$ cat config.mk
export PLATFORM = sky130hd
export DESIGN_NAME = alu_arbiter
export DESIGN_NICKNAME = d
export VERILOG_FILES = /design/src/rtl/alu_arbiter.sv
export SDC_FILE = /design/constraint.sdc
export NUM_CORES = 1
export LEC_CHECK = 0
export CORE_AREA = 2 2 121 135
export DETAILED_ROUTE_END_ITERATION = 12
export DIE_AREA = 0 0 123 137
export PLACE_DENSITY = 0.94
export REMOVE_ABC_BUFFERS = 1
export SLEW_MARGIN = 40
export SYNTH_ARGS = -nofsm -noshare
export SYNTH_HDL_FRONTEND = slang
export SYNTH_SLANG_ARGS = --single-unit
export TNS_END_PERCENT = 20
$ cat constraint.sdc
create_clock -name clk -period 2.7 [get_ports clk]
set_input_delay 0.81 -clock clk [delete_from_list [all_inputs] [get_ports clk]]
set_output_delay 0.81 -clock clk [all_outputs]
set_load 0.05 [all_outputs]
$ cat src/rtl/alu_arbiter.sv
// alu_arbiter: round-robin arbiter sharing one multi-cycle ALU among N_REQ requesters.
// Define ALU_ARB_WDOG_EN to enable the WAIT-state watchdog abort (err pulse).
module alu_arbiter #(
    parameter int unsigned N_REQ      = 4,
    parameter int unsigned WDOG_LIMIT = 32
) (
    input  logic                  clk,
    input  logic                  rst,
    input  logic [N_REQ-1:0]      req,
    input  logic [16*N_REQ-1:0]   req_a,
    input  logic [16*N_REQ-1:0]   req_b,
    input  logic [4*N_REQ-1:0]    req_op,
    output logic [N_REQ-1:0]      gnt,
    output logic [N_REQ-1:0]      done,
    output logic [15:0]           res,
    output logic                  err,
    output logic [15:0]           alu_a,
    output logic [15:0]           alu_b,
    output logic [3:0]            alu_opcode,
    output logic                  alu_start,
    input  logic [15:0]           alu_result,
    input  logic                  alu_busy
);
    localparam int unsigned PW = (N_REQ > 1) ? $clog2(N_REQ) : 1;

    typedef enum logic [1:0] {IDLE, ISSUE, WAIT} state_t;

    state_t           state_q, state_d;
    logic [PW-1:0]    ptr_q, ptr_d, win_q, win_d, win_nxt, sel;
    logic [15:0]      a_q, a_d, b_q, b_d, res_q, res_d;
    logic [3:0]       op_q, op_d;
    logic [N_REQ-1:0] done_q, done_d;
    logic             op_valid, found;
    int unsigned      idx;

    logic [15:0] ra [N_REQ];
    logic [15:0] rb [N_REQ];
    logic [3:0]  ro [N_REQ];

    if (N_REQ < 2 || N_REQ > 8 || WDOG_LIMIT < 1) begin : g_bad_cfg
        $error("alu_arbiter: unsupported N_REQ or WDOG_LIMIT");
    end

    for (genvar g = 0; g < N_REQ; g++) begin : g_unpack
        assign ra[g] = req_a[16*g +: 16];
        assign rb[g] = req_b[16*g +: 16];
        assign ro[g] = req_op[4*g +: 4];
    end

    // Opcodes above DIV are not ALU operations: no start, result forced to zero.
    assign op_valid = (op_q <= 4'd9);
    assign win_nxt  = (win_q == PW'(N_REQ - 1)) ? '0 : win_q + 1'b1;

`ifdef ALU_ARB_WDOG_EN
    localparam int unsigned CW = $clog2(WDOG_LIMIT + 1);
    logic [CW-1:0] wcnt_q, wcnt_d;
    logic          err_q, err_d, wdog_fire;

    assign wdog_fire = (state_q == WAIT) && alu_busy && (wcnt_q == CW'(WDOG_LIMIT - 1));
    assign err       = err_q;
`else
    assign err = 1'b0;
`endif

    always_comb begin
        state_d   = state_q;
        ptr_d     = ptr_q;
        win_d     = win_q;
        a_d       = a_q;
        b_d       = b_q;
        op_d      = op_q;
        res_d     = res_q;
        done_d    = '0;
        found     = 1'b0;
        idx       = 0;
        sel       = '0;
        gnt       = '0;
        alu_start = 1'b0;
`ifdef ALU_ARB_WDOG_EN
        wcnt_d    = '0;
        err_d     = 1'b0;
`endif
        unique case (state_q)
            IDLE: begin
                if (!alu_busy) begin
                    for (int unsigned k = 0; k < N_REQ; k++) begin
                        idx = k + ptr_q;
                        if (idx >= N_REQ) idx = idx - N_REQ;
                        sel = idx[PW-1:0];
                        if (!found && req[sel]) begin
                            found = 1'b1;
                            win_d = sel;
                            a_d   = ra[sel];
                            b_d   = rb[sel];
                            op_d  = ro[sel];
                        end
                    end
                    if (found) state_d = ISSUE;
                end
            end
            ISSUE: begin
                gnt[win_q] = 1'b1;
                alu_start  = op_valid;
                state_d    = WAIT;
            end
            WAIT: begin
                if (!alu_busy) begin
                    res_d         = op_valid ? alu_result : '0;
                    done_d[win_q] = 1'b1;
                    ptr_d         = win_nxt;
                    state_d       = IDLE;
                end
`ifdef ALU_ARB_WDOG_EN
                else if (wdog_fire) begin
                    res_d         = '0;
                    done_d[win_q] = 1'b1;
                    err_d         = 1'b1;
                    ptr_d         = win_nxt;
                    state_d       = IDLE;
                end else begin
                    wcnt_d = wcnt_q + 1'b1;
                end
`endif
            end
            default: state_d = IDLE;
        endcase
    end

    always_ff @(posedge clk) begin
        if (rst) begin
            state_q <= IDLE;
            ptr_q   <= '0;
            win_q   <= '0;
            a_q     <= '0;
            b_q     <= '0;
            op_q    <= '0;
            res_q   <= '0;
            done_q  <= '0;
`ifdef ALU_ARB_WDOG_EN
            wcnt_q  <= '0;
            err_q   <= 1'b0;
`endif
        end else begin
            state_q <= state_d;
            ptr_q   <= ptr_d;
            win_q   <= win_d;
            a_q     <= a_d;
            b_q     <= b_d;
            op_q    <= op_d;
            res_q   <= res_d;
            done_q  <= done_d;
`ifdef ALU_ARB_WDOG_EN
            wcnt_q  <= wcnt_d;
            err_q   <= err_d;
`endif
        end
    end

    assign done       = done_q;
    assign res        = res_q;
    assign alu_a      = a_q;
    assign alu_b      = b_q;
    assign alu_opcode = op_q;

endmodule
; ---- After elaboration in Yosys (flattened, before gate mapping)
; Index checks and enable logic that the tools add are counted.
[totals]
output_inout_bits = 62
reg_bits = 62
[classes]
magnitude_cmp = 15
addsub = 8
n_bitwise = 6
mux = 94
reduce_logical = 13
eq_ne = 6
[ops]
columns = op, n
row1 = $mux 16, 25
row2 = $bmux 16 s2, 8
row3 = $mux 4, 13
row4 = $mux 2, 20
row5 = $bmux 4 s2, 4
row6 = $ge 3x3->1 const B, 7
row7 = $mux 1, 18
row8 = $lt 2x3->1 const B, 5
row9 = $not 2->3, 4
row10 = $bmux 1 s2, 4
row11 = $sub 2x1->2 const B, 4
row12 = $add 2x2->3 const A, 2
row13 = $ne 2x2->1 const B, 3
row14 = $pmux 2 s3, 1
row15 = $reduce_and 3->1, 2
row16 = $eq 2x2->1 const B, 2
row17 = $le 4x4->1 const B, 1
row18 = $logic_and 1x1->1, 4
row19 = $reduce_bool 4->1, 1
row20 = $add 1x2->3 const A, 1
row21 = $ge 2x3->1 const B, 1
row22 = $logic_not 1->1, 3
row23 = $reduce_or 3->1, 1
row24 = $add 2x1->2 const B, 1
row25 = other kinds (6), 7

; ---- Longest topological paths before layout
; Gate-level depths: netlist of run 1.
[logic_depth]
depth_word = 27
depth_mapped = 9
depth_no_buf = 5

; ---- Least setup slack after synthesis of run 1
; OpenSTA, ideal clock, no wires.
[synth_path]
kind = input -> register
start = in req[3]
end = reg a_q[0] (netlist: alu_a[0])
setup_time_ps = 157
n_path_buf = 3
t_required_ps = 2543
slack_ps = 193
arrival_time_ps = 2349
stages = 8
cell_sequence = buf_4 and4b_1 nor4_2 buf_4 buf_4 mux2_2 o211ai_2 a311oi_2
[synth_via]
elab_chain_len = 19
[synth_lines]
columns = item, line_no
row1 = "start, declared", 9  ; input logic [N_REQ-1:0] req,
row2 = $bmux 1 s2, 90  ; if (!found && req[sel]) begin
row3 = $mux 1 (implied by the code), 90
row4 = $mux 1, 90
row5 = $mux 1, 85  ; if (!alu_busy) begin
row6 = $mux 1, 83  ; unique case (state_q)
row7 = $logic_not 1->1, 90
row8 = $logic_and 1x1->1, 90
row9 = $mux 1, 90
row10 = [3 not listed], --
row11 = $logic_and 1x1->1, 90
row12 = $mux 1, 90
row13 = $mux 1, 85
row14 = $mux 1, 83
row15 = $logic_not 1->1, 90
row16 = $logic_and 1x1->1, 90
row17 = $reduce_bool 4->1 (no source line), --
row18 = $reduce_and 3->1 (no source line), --
row19 = "end signal, assigned", 134  ; a_q <= '0;
row20 = "end signal, assigned", 147  ; a_q <= a_d;
row21 = "end, declared", 30  ; logic [15:0] a_q, a_d, b_q, b_d, res_q, res_d;
; Several ways; a longest one is shown, not always the timed one. The select of a mux whose other input is x is not followed.
; A chain may end at the register's enable or synchronous reset.

; ---- Worst setup path after layout of run 1
[layout_path]
start = in req[1]
end = reg b_q[0] (netlist: alu_b[0])
[layout_via]
elab_chain_len = 19
[layout_lines]
columns = item, line_no
row1 = $bmux 1 s2, 90
row2 = $mux 1 (implied by the code), 90
row3 = $mux 1, 90
row4 = $mux 1, 85
row5 = $mux 1, 83
row6 = $logic_not 1->1, 90
row7 = $logic_and 1x1->1, 90
row8 = $mux 1, 90
row9 = [3 not listed], --
row10 = $logic_and 1x1->1, 90
row11 = $mux 1, 90
row12 = $mux 1, 85
row13 = $mux 1, 83
row14 = $logic_not 1->1, 90
row15 = $logic_and 1x1->1, 90
row16 = $reduce_bool 4->1 (no source line), --
row17 = $reduce_and 3->1 (no source line), --
row18 = "end signal, assigned", 135  ; b_q <= '0;
row19 = "end signal, assigned", 148  ; b_q <= b_d;
row20 = "end, declared", 30
; Several ways; a longest one is shown, not always the timed one. The select of a mux whose other input is x is not followed.

==> results of run 1 <==
-- state kept, by name (all words and copies together), names as in the netlist --
name and cells:
alu_a 16, win_q 2, res 16, ptr_q 2, state_q 2, done 4
alu_opcode 4, alu_b 16
-- synthesized netlist by cell type (2+ instances only) --
cell type  count
mux4_2       144
dfxtp_1       62
nor2_1        60
inv_1         39
nand3_1       37
mux2_2        36
nand2_1       36
buf_2         33
a311oi_2      30
clkbuf_1      30
o211ai_2      30
a22oi_1       16
buf_4          8
a311oi_1       7
and2_1         6
o211ai_1       6
a21oi_1        4
buf_6          4
ha_1           4
nor3b_1        4
buf_8          3
nand3b_1       3
nor2b_1        3
buf_1          2
nor3_1         2
nor4b_1        2
nor4bb_1       2
o21ai_0        2
-- path summary, 6_finish.rpt --
check | from | endpoint | slack [ns] | cells after the start
min reg2reg | res[0] | res[0] | 0.50 | 2
min | res[0] | res[0] | 0.50 | 2
max reg2reg | ptr_q[0] | alu_b[0] | 0.37 | 5
max | req[1] | alu_b[0] | 0.1 | 8
-- power by group --
part	internal [mW]	switching (mW)
Sequential	0.983	0.0501
Combinational	0.846	0.806
Clock	0.651	0.456
Total	2.48	1.31
-- stage by stage --
step	TNS (ns)	cell area [sq um]	hold WS [ns]	setup WS [ns]	utilization
after CTS	0	10400	0.509	0.0219	0.673
after global placement	-8.10	10100	0.487	-0.230	0.654
after detailed placement	-10.13	10100	0.496	-0.302	0.654
after floorplan	-248.59	7060	0.497	-6.41	-
final	0	10500	0.504	0.0989	0.679
after global routing	-0.00576	10500	0.532	-0.00576	0.679
-- logic make-up (layout without fill, tap and decap cells) --
logic type,count (synthesis),in the layout
adders and majority gates,4,4
and+or+nand+nor,164,164
buffers and inverters,119,330
AOI/OAI and AO/OA,103,103
DFF,62,62
muxes,181,181
other,1,1
-- repair_timing --
action,in CTS,in global routing
resized for setup,0,12
endpoints found under the setup margin,0,37
hold endpoints to repair,0,0
buffers inserted,0,2
hold buffers,0,0
-- routing by layer --
metal	part of all wire	routed length (microns)	global-route usage	vias up
met5	0	0	0	-
met4	0.032	719	0.108	0
met3	0.084	1900	0.0554	59
met2	0.54	12000	0.466	384
met1	0.35	7820	0.284	3450
li1	-	-	-	2995
-- final cells by class --
| type | count | area, sq um | area share |
|---|---|---|---|
| Clock buffer | 10 | 239 | 0.0227 |
| Inverter | 39 | 146 | 0.0139 |
| Clock inverter | 6 | 45.0 | 0.00428 |
| Tap cell | 200 | 250 | 0.0238 |
| Timing Repair Buffer | 275 | 2860 | 0.272 |
| Multi-Input combinational cell | 453 | 5730 | 0.545 |
| Sequential cell | 62 | 1250 | 0.119 |
-- critical path, delay by kind of cell --
family	cells	cell delay, ns
AOI/OAI and AO/OA	2	0.30
and+or+nand+nor	2	0.45
buffers and inverters	3	0.87
muxes	1	0.35
==> reports/metrics.cfg, run 1 <==
[run_status]
outcome=finished clean

[placement]
portBuffers=227
place.gp.congestion=0.761
dp.cells=1025
dp_hpwl_mm=16.2

[power_and_ir_drop]
power_mw=3.79
leakagePower_nw=3.51
ir_drop_uv=274
power_density_nw_per_um2=361

[worst_hold_path]
hold_class=reg -> reg

[synth]
synth_edf_count=0
ys_ff_latch=62
synth_cells=634
synthXorXnorAreaFrac=0
yosys-top-cells-area=mux4_2, dfxtp_1, a311oi_2
synth_top_cell_area_share=0.433
muxShareOfSynthArea=0.488
synthAdderAreaFrac=0.00668
synthFlopType=dfxtp_1
synth_top_area_cell=mux4_2
synthSimpleGateAreaFrac=0.104
synth_cell_types=47
synth_warnings=0
synth_top_family_by_area=multiplexers
syn_area_sq_um=7490
synth_seq_area_share=0.166
async_reset_ff_frac=0
syn_area_per_cell_sq_um=11.8
synth_compound_area_frac=0.157

[clock_tree]
htreeDepth=3
root_buffer=clkbuf_16
clk_latency_ns=0.33
numCtsBuffers=9
cts.clk_slew.worst_paths_ns=0.06
ctsLongestPathBuffers=2
cts.sinks=62
cts_tree=done

[cells_and_area]
fillCellCount=1116
syn_to_final_growth_pct=40.4
layout-drive-gt1-share=0.386
nets=1011
stdcell_count=1045
layout_commonest_cell=clkdlybuf4s50_1
mostFrequentLayoutCells=clkdlybuf4s50_1, mux4_2, dfxtp_1
n_antenna_cell=0

[sta]
worstMarginPinSlew_ns=0.583
fin_crit_sh=0.963
maxSlewViolCount=0
skew_ns=0.0122
setup_viol=0
slew_headroom=0.610
final_hold_viol_count=0
final.min_clock_period_ns=2.60
fmax_ghz=0.384

[setup_path]
path_class=in -> reg
cp_slowest_cell=clkdlybuf4s50_1
cp-end-kind=flip-flop
arrival_ns=2.79
crit_path_start_kind=input pin
critPathMaxFanout=10
cp.required_ns=2.89
crit_chain=clkdlybuf4s50_1 -> nor4b_2 -> nor4_4 -> buf_4 -> clkbuf_16 -> mux2_2 -> o211ai_1 -> a311oi_1
slowest_delay_ns=0.48

[global_route]
grt_max_degree=85
overflow=0
grt_pass1_vias=7033
antenna_found_initial=0
grt_use_total=0.255
grt_pass1_wl_mm=33.9

[floorplan]
die_y_microns=137
rows=48
initial_utilization=0.484
core_area_sq_um=15500
die_width_microns=123
io-pin-count=229
dieArea_sq_um=16900

[detailed_routing]
drc=0
antenna_left=0
vias_per_cell=6.59
wl_mm=22.5
drt_pre_antenna_iters=5
vias=6888
wl_per_cell_microns=21.5
drt_iter0_drc=378

[flow_run]
drv_cap=0

No activity file was read; power rests on OpenSTA's default activity.
==> inputs of run 2 (changes only) <==
clock period = 2.81 ns   (was 2.7 ns; I/O delays follow)
==> run 2 against run 1 <==
Utilization shrank 1.0 points. Sequential cell count is the same. Die area is the same. Combinational power shrank 7%. Register-to-register slack gained 0.09 ns. Critical path type unchanged.
==> reports/metrics.cfg, run 2 (same netlist as run 1, synthesis figures left out) <==
[run_status]
outcome=finished clean

[cells_and_area]
nets=994  ; -1.7%
regArea_sq_um=1250  ; unchanged
fillCellCount=1139  ; +2.1%
n_antenna_cell=0  ; unchanged
mostFrequentLayoutCells=clkdlybuf4s50_1, mux4_2, dfxtp_1
layout_commonest_cell=clkdlybuf4s50_1
design_area_sq_um=10400  ; -1.5%
layout-drive-gt1-share=0.364  ; -0.0223
syn_to_final_growth_pct=38.3
multiInputGateArea_sq_um=5700  ; -0.59%

[detailed_routing]
vias_per_cell=6.54  ; -0.71%
antenna_left=0  ; unchanged
drt_pre_antenna_iters=5  ; unchanged
vias=6728  ; -2.3%
wl_met2_mm=11.4  ; -5.6%
wl_met1_mm=7.86  ; +0.52%
drc=0  ; unchanged
wl_met3_mm=1.82  ; -4.2%
top_layer=met4
drt_iter0_drc=408  ; +7.9%
wl_per_cell_microns=20.8  ; -3.3%
wl_mm=21.4  ; -4.9%

[global_route]
antenna_found_initial=0  ; unchanged
grt_pass1_wl_mm=32.9  ; -3.1%
overflow=0  ; unchanged
grt_max_degree=146  ; +72%
grt_use_total=0.248  ; -0.00718
grt_pass1_vias=6517  ; -7.3%

[sta]
skew_ns=0.00678  ; -0.00543 ns
fin_crit_sh=0.960
slew_headroom=0.600  ; -0.00982
rsz0062_at_grt=no
fmax_ghz=0.371
fin_setup_tns_ns=0  ; unchanged
hold_ws_ns=0.513  ; +0.00856 ns
final_hold_viol_count=0  ; unchanged
maxSlewViolCount=0  ; unchanged
worstMarginPinSlew_ns=0.598  ; +0.0147 ns
final.min_clock_period_ns=2.70
setup_viol=0  ; unchanged
fin_ws_ns=0.113  ; +0.0140 ns

[power_and_ir_drop]
power_mw=3.72  ; -2.0%
leakagePower_nw=3.44  ; -2.0%
power.internal_mw=2.48  ; -0.19%
power_density_nw_per_um2=359  ; -0.48%
netSwitchingPower_mw=1.24  ; -5.4%
p_sw_frac=0.334  ; -0.0119
seqPwrFrac=0.267  ; -0.005
combPwrFrac=0.413  ; -0.023
ir_drop_uv=249  ; -9.3%
p_clk_frac=0.319  ; +0.027

[setup_path]
cp_slowest_cell=clkdlybuf4s50_1
crit_path_start_kind=input pin
slowest_delay_ns=0.59  ; +0.11 ns
worstRegToRegCells=6  ; +1
critPathMaxFanout=38  ; +28
path_class=in -> reg
arrival_ns=2.89  ; +0.10 ns
cp-end-kind=flip-flop
critical_path_depth=7  ; -1
cp_top_family=buffers and inverters
path_buf_inv=2  ; -1
cp.required_ns=3.01  ; +0.12 ns
crit_chain=clkdlybuf4s50_1 -> nor4bb_1 -> nor4_4 -> buf_12 -> mux2_2 -> o211ai_2 -> a311oi_2

[flow_run]
drv_cap=0  ; unchanged

[floorplan]
die_width_microns=123  ; unchanged
rows=48  ; unchanged
dieArea_sq_um=16900  ; unchanged
initial_utilization=0.484  ; unchanged
die_y_microns=137  ; unchanged
core_area_sq_um=15500  ; unchanged
io-pin-count=229  ; unchanged

[clock_tree]
ctsLongestPathBuffers=2  ; unchanged
cts.sinks=62  ; unchanged
cts_tree=done
numCtsBuffers=9  ; unchanged
htreeDepth=3  ; unchanged
cts_setup_buffers=0  ; unchanged
root_buffer=clkbuf_16
cts.clk_slew.worst_paths_ns=0.06  ; about the same
clk_latency_ns=0.33  ; about the same

[placement]
portBuffers=227  ; unchanged
place.gp.congestion=0.785  ; +3.2%
preCtsSetupSlack_ns=-0.259  ; +0.0429 ns
dpl_cell_area_sq_um=10000  ; -1.3%
dp_hpwl_mm=15.6  ; -4.0%

[worst_hold_path]
hold_depth=2  ; unchanged
hold_class=reg -> reg

==> run 2: changes by cell type in the layout (fill, tap and decap cells not counted), sizes merged <==
cell,previous run,this run
dlygate4sd2,0,1
bufinv,0,1
clkinv,3,2
clkdlybuf4s50,219,222
clkbuf,11,10
buf,52,32
==> run 2: area by class of cell <==
class / count / share of cell area
multi-input cells: 453 / 0.550
repair buffers: 258 / 0.261
flip-flops and latches: 62 / 0.121
clock buffers: 10 / 0.0242
well taps: 200 / 0.0242
inverters: 39 / 0.0141
clock inverters: 6 / 0.00640
==> run 2: what timing repair did <==
action | CTS | global route
gates resized for setup | 1 | 4
hold buffers | 0 | 0
endpoints found under the setup margin | 1 | 4
==> run 2: tightest hold or removal path, delay by kind of cell, from the launching register on <==
| family | cells | cell delay, ns |
|---|---|---|
| flops | 1 | 0.32 |
| compound gates | 1 | 0.08 |
| simple gates | 1 | 0.08 |
==> run 2: worst paths after layout <==
path                                from        to  slack, ns
worst max register to register  ptr_q[1]  alu_b[9]       0.46
worst max-delay path              req[2]  alu_a[9]       0.11
worst min-delay path              res[8]    res[8]       0.51
worst min register to register    res[8]    res[8]       0.51
==> run 2: power groups by stage <==
| stage | clock network [mW] | logic, mW | registers, mW |
|---|---|---|---|
| after floorplan | 0 | 0.714 | 1.25 |
| after global placement | 0 | 1.49 | 1.01 |
| after detailed placement | 0 | 1.53 | 1.01 |
| after CTS | 1.20 | 1.54 | 0.994 |
| after global routing | 1.24 | 1.63 | 1.00 |
| final | 1.19 | 1.54 | 0.994 |
==> run 2: metrics by stage <==
step / instances / utilization
5_1_grt: 1028 / 0.669
3_5_place_dp: 1011 / 0.646
3_3_place_gp: 1011 / 0.646
2_1_floorplan: 554 / -
4_1_cts: 1027 / 0.666
6_report: 1028 / 0.669
==> run 2: routing by layer <==
metal  global-route usage  up-vias
li1                     -     2963
met1                0.295     3400
met2                0.455      338
met3               0.0433       27
met4               0.0726        0
met5                    0        -
==> inputs of run 3 (changes only) <==
CAP_MARGIN = 20   (was default)
CORE_AREA = 2 2 104 157   (was 2 2 121 135)
CTS_CLUSTER_SIZE = 10   (was default)
DIE_AREA = 0 0 106 159   (was 0 0 123 137)
==> run 3 against run 2 <==
Critical path depth stayed put. Maximum frequency shrank 0.90%. Register-to-register slack is essentially flat. Routed wire length grew 1.9%.
==> reports/metrics.cfg, run 3 (same netlist as run 1, synthesis figures left out) <==
[clock_tree]
numCtsBuffers=9  ; unchanged
ctsLongestPathBuffers=2  ; unchanged
cts.sinks=62  ; unchanged
cts.clk_slew.worst_paths_ns=0.05  ; about the same
cts_tree=done
root_buffer=clkbuf_16
clk_latency_ns=0.33  ; about the same
htreeDepth=3  ; unchanged

[power_and_ir_drop]
p_sw_frac=0.330  ; -0.00360
p_clk_frac=0.319  ; about the same
combPwrFrac=0.416  ; +0.003
seqPwrFrac=0.265  ; -0.002
ir_drop_uv=247  ; -0.84%
power_density_nw_per_um2=360  ; +0.34%
netSwitchingPower_mw=1.24  ; -0.18%
power.internal_mw=2.51  ; +1.5%
leakagePower_nw=3.44  ; about the same

[sta]
fin_crit_sh=0.969  ; +0.00873
rsz0062_at_grt=no
maxSlewViolCount=0  ; unchanged
hold_ws_ns=0.496  ; -0.0171 ns
setup_viol=0  ; unchanged
final.min_clock_period_ns=2.72  ; +0.0245 ns
fmax_ghz=0.367  ; -0.90%
skew_ns=0.00582  ; -0.000955 ns
fin_setup_tns_ns=0  ; unchanged
slew_headroom=0.594  ; -0.00637
final_hold_viol_count=0  ; unchanged
worstMarginPinSlew_ns=0.608  ; +0.00952 ns

[detailed_routing]
wl_per_cell_microns=20.9  ; +0.58%
drt_iter0_drc=373  ; -8.6%
wl_mm=21.8  ; +1.9%
vias_per_cell=6.56  ; +0.23%
antenna_left=0  ; unchanged
drc=0  ; unchanged
vias=6829  ; +1.5%
drt_pre_antenna_iters=5  ; unchanged

[cells_and_area]
syn_to_final_growth_pct=39.1
layout_commonest_cell=clkdlybuf4s50_1
mostFrequentLayoutCells=clkdlybuf4s50_1, mux4_2, nor2_1, dfxtp_1, inv_1
layout-drive-gt1-share=0.370  ; +0.00684
nets=1003  ; +0.91%
post-route-util=0.673  ; +0.00423

[setup_path]
slowest_delay_ns=0.51  ; -0.08 ns
crit_chain=clkdlybuf4s50_1 -> and4b_1 -> nor4_4 -> buf_6 -> mux2_2 -> o211ai_1 -> a311oi_2
r2r_setup_slack_ns=0.47  ; about the same
path_class=in -> reg
crit_path_start_kind=input pin
r2r_end=alu_b[1]
cp.required_ns=3.00  ; about the same
cp-end-kind=flip-flop
worstRegToRegCells=5  ; -1
cp_top_family=buffers and inverters
arrival_ns=2.91  ; +0.02 ns
reg2reg_from=ptr_q[0]
path_buf_inv=2  ; unchanged
critPathMaxFanout=15  ; -61%
cp_slowest_cell=clkdlybuf4s50_1

[global_route]
overflow=0  ; unchanged
antenna_found_initial=1  ; +1
grt_max_degree=89  ; -39%
grt_pass1_vias=7008  ; +7.5%
grt_pass1_wl_mm=34.6  ; +5.3%
grt_use_total=0.256  ; +0.00810

[floorplan]
core_area_sq_um=15500  ; about the same
rows=56  ; +17%
initial_utilization=0.484  ; about the same
dieArea_sq_um=16900  ; about the same
die_width_microns=106  ; -14%
io-pin-count=229  ; unchanged
die_y_microns=159  ; +16%

[run_status]
outcome=finished clean

[flow_run]
drv_cap=0  ; unchanged

[placement]
dp_hpwl_mm=16.0  ; +2.7%
place.gp.congestion=0.840  ; +7.0%
portBuffers=227  ; unchanged

[worst_hold_path]
hold_class=reg -> reg
hold_depth=2  ; unchanged
min_from=alu_a[13]
min_to=alu_a[13]

run 3: cell count changes in the layout (fill, tap and decap cells not counted), moves of 2 or more:
| cell | delta |
|---|---|
| dlymetal6s2s_1 | -2 |
| buf_6 | +2 |
| clkinv_1 | +2 |
| dlygate4sd2_1 | +2 |
| buf_4 | +9 |
run 3: timing repair:
item / 4_1_cts / 5_1_grt
buffers inserted: 0 / 0
setup endpoints to repair: 3 / 9
hold buffers: 0 / 0
resized for setup: 3 / 5
run 3: worst reg2reg max path, stage by stage (launching register included):
cell and delay (ns):
dfxtp_4 0.67, buf_12 0.39, mux4_2 0.59, mux2_2 0.30, o211ai_2 0.16, a311oi_2 0.10
run 3: power by group through the flow:
| stage | clock (mW) | sequential (mW) | combinational, mW |
|---|---|---|---|
| 2_1_floorplan | 0 | 1.25 | 0.714 |
| 3_3_place_gp | 0 | 1.01 | 1.50 |
| 3_5_place_dp | 0 | 1.01 | 1.55 |
| 4_1_cts | 1.21 | 0.992 | 1.56 |
| 5_1_grt | 1.26 | 1.00 | 1.65 |
| 6_report | 1.20 | 0.993 | 1.56 |
run 3: final cells by class:
class | count | area (sq um)
fill | 1101 | 5070
tap | 203 | 254
multi-input combinational | 453 | 5710
antenna | 1 | 2.50
sequential | 62 | 1250
timing repair buffer | 267 | 2750
clock inverter | 7 | 88.8
inverter | 39 | 146
clock buffer | 9 | 225
run 3: how the worst max path moves through the flow:
stage	start	end	slack (ns)	depth (start not counted)
2_1_floorplan	ptr_q[0]	alu_a[0]	-6.30	5
3_3_place_gp	req[2]	alu_b[0]	-0.18	8
3_5_place_dp	req[2]	alu_a[15]	-0.23	8
4_1_cts	req[2]	alu_opcode[2]	0.02	8
5_1_grt	req[0]	alu_opcode[2]	0.0003	7
6_report	req[0]	alu_opcode[2]	0.09	7
run 3: through the flow:
step           total power [mW]  std cells  setup slack (ns)  area (sq um)
6_report                   3.75       1041            0.0884         10400
5_1_grt                    3.91       1041          0.000305         10400
4_1_cts                    3.76       1040            0.0177         10400
3_5_place_dp               2.56       1024            -0.229         10100
3_3_place_gp               2.51       1024            -0.184         10100
2_1_floorplan              1.96        554             -6.30          7060
run 3: per-layer routing:
metal	vias up	GRT usage	wire length, microns
met1	3424	0.270	7400
li1	2979	-	-
met2	352	0.471	11900
met4	0	0.130	1020
met5	-	0	0
met3	74	0.0561	1450
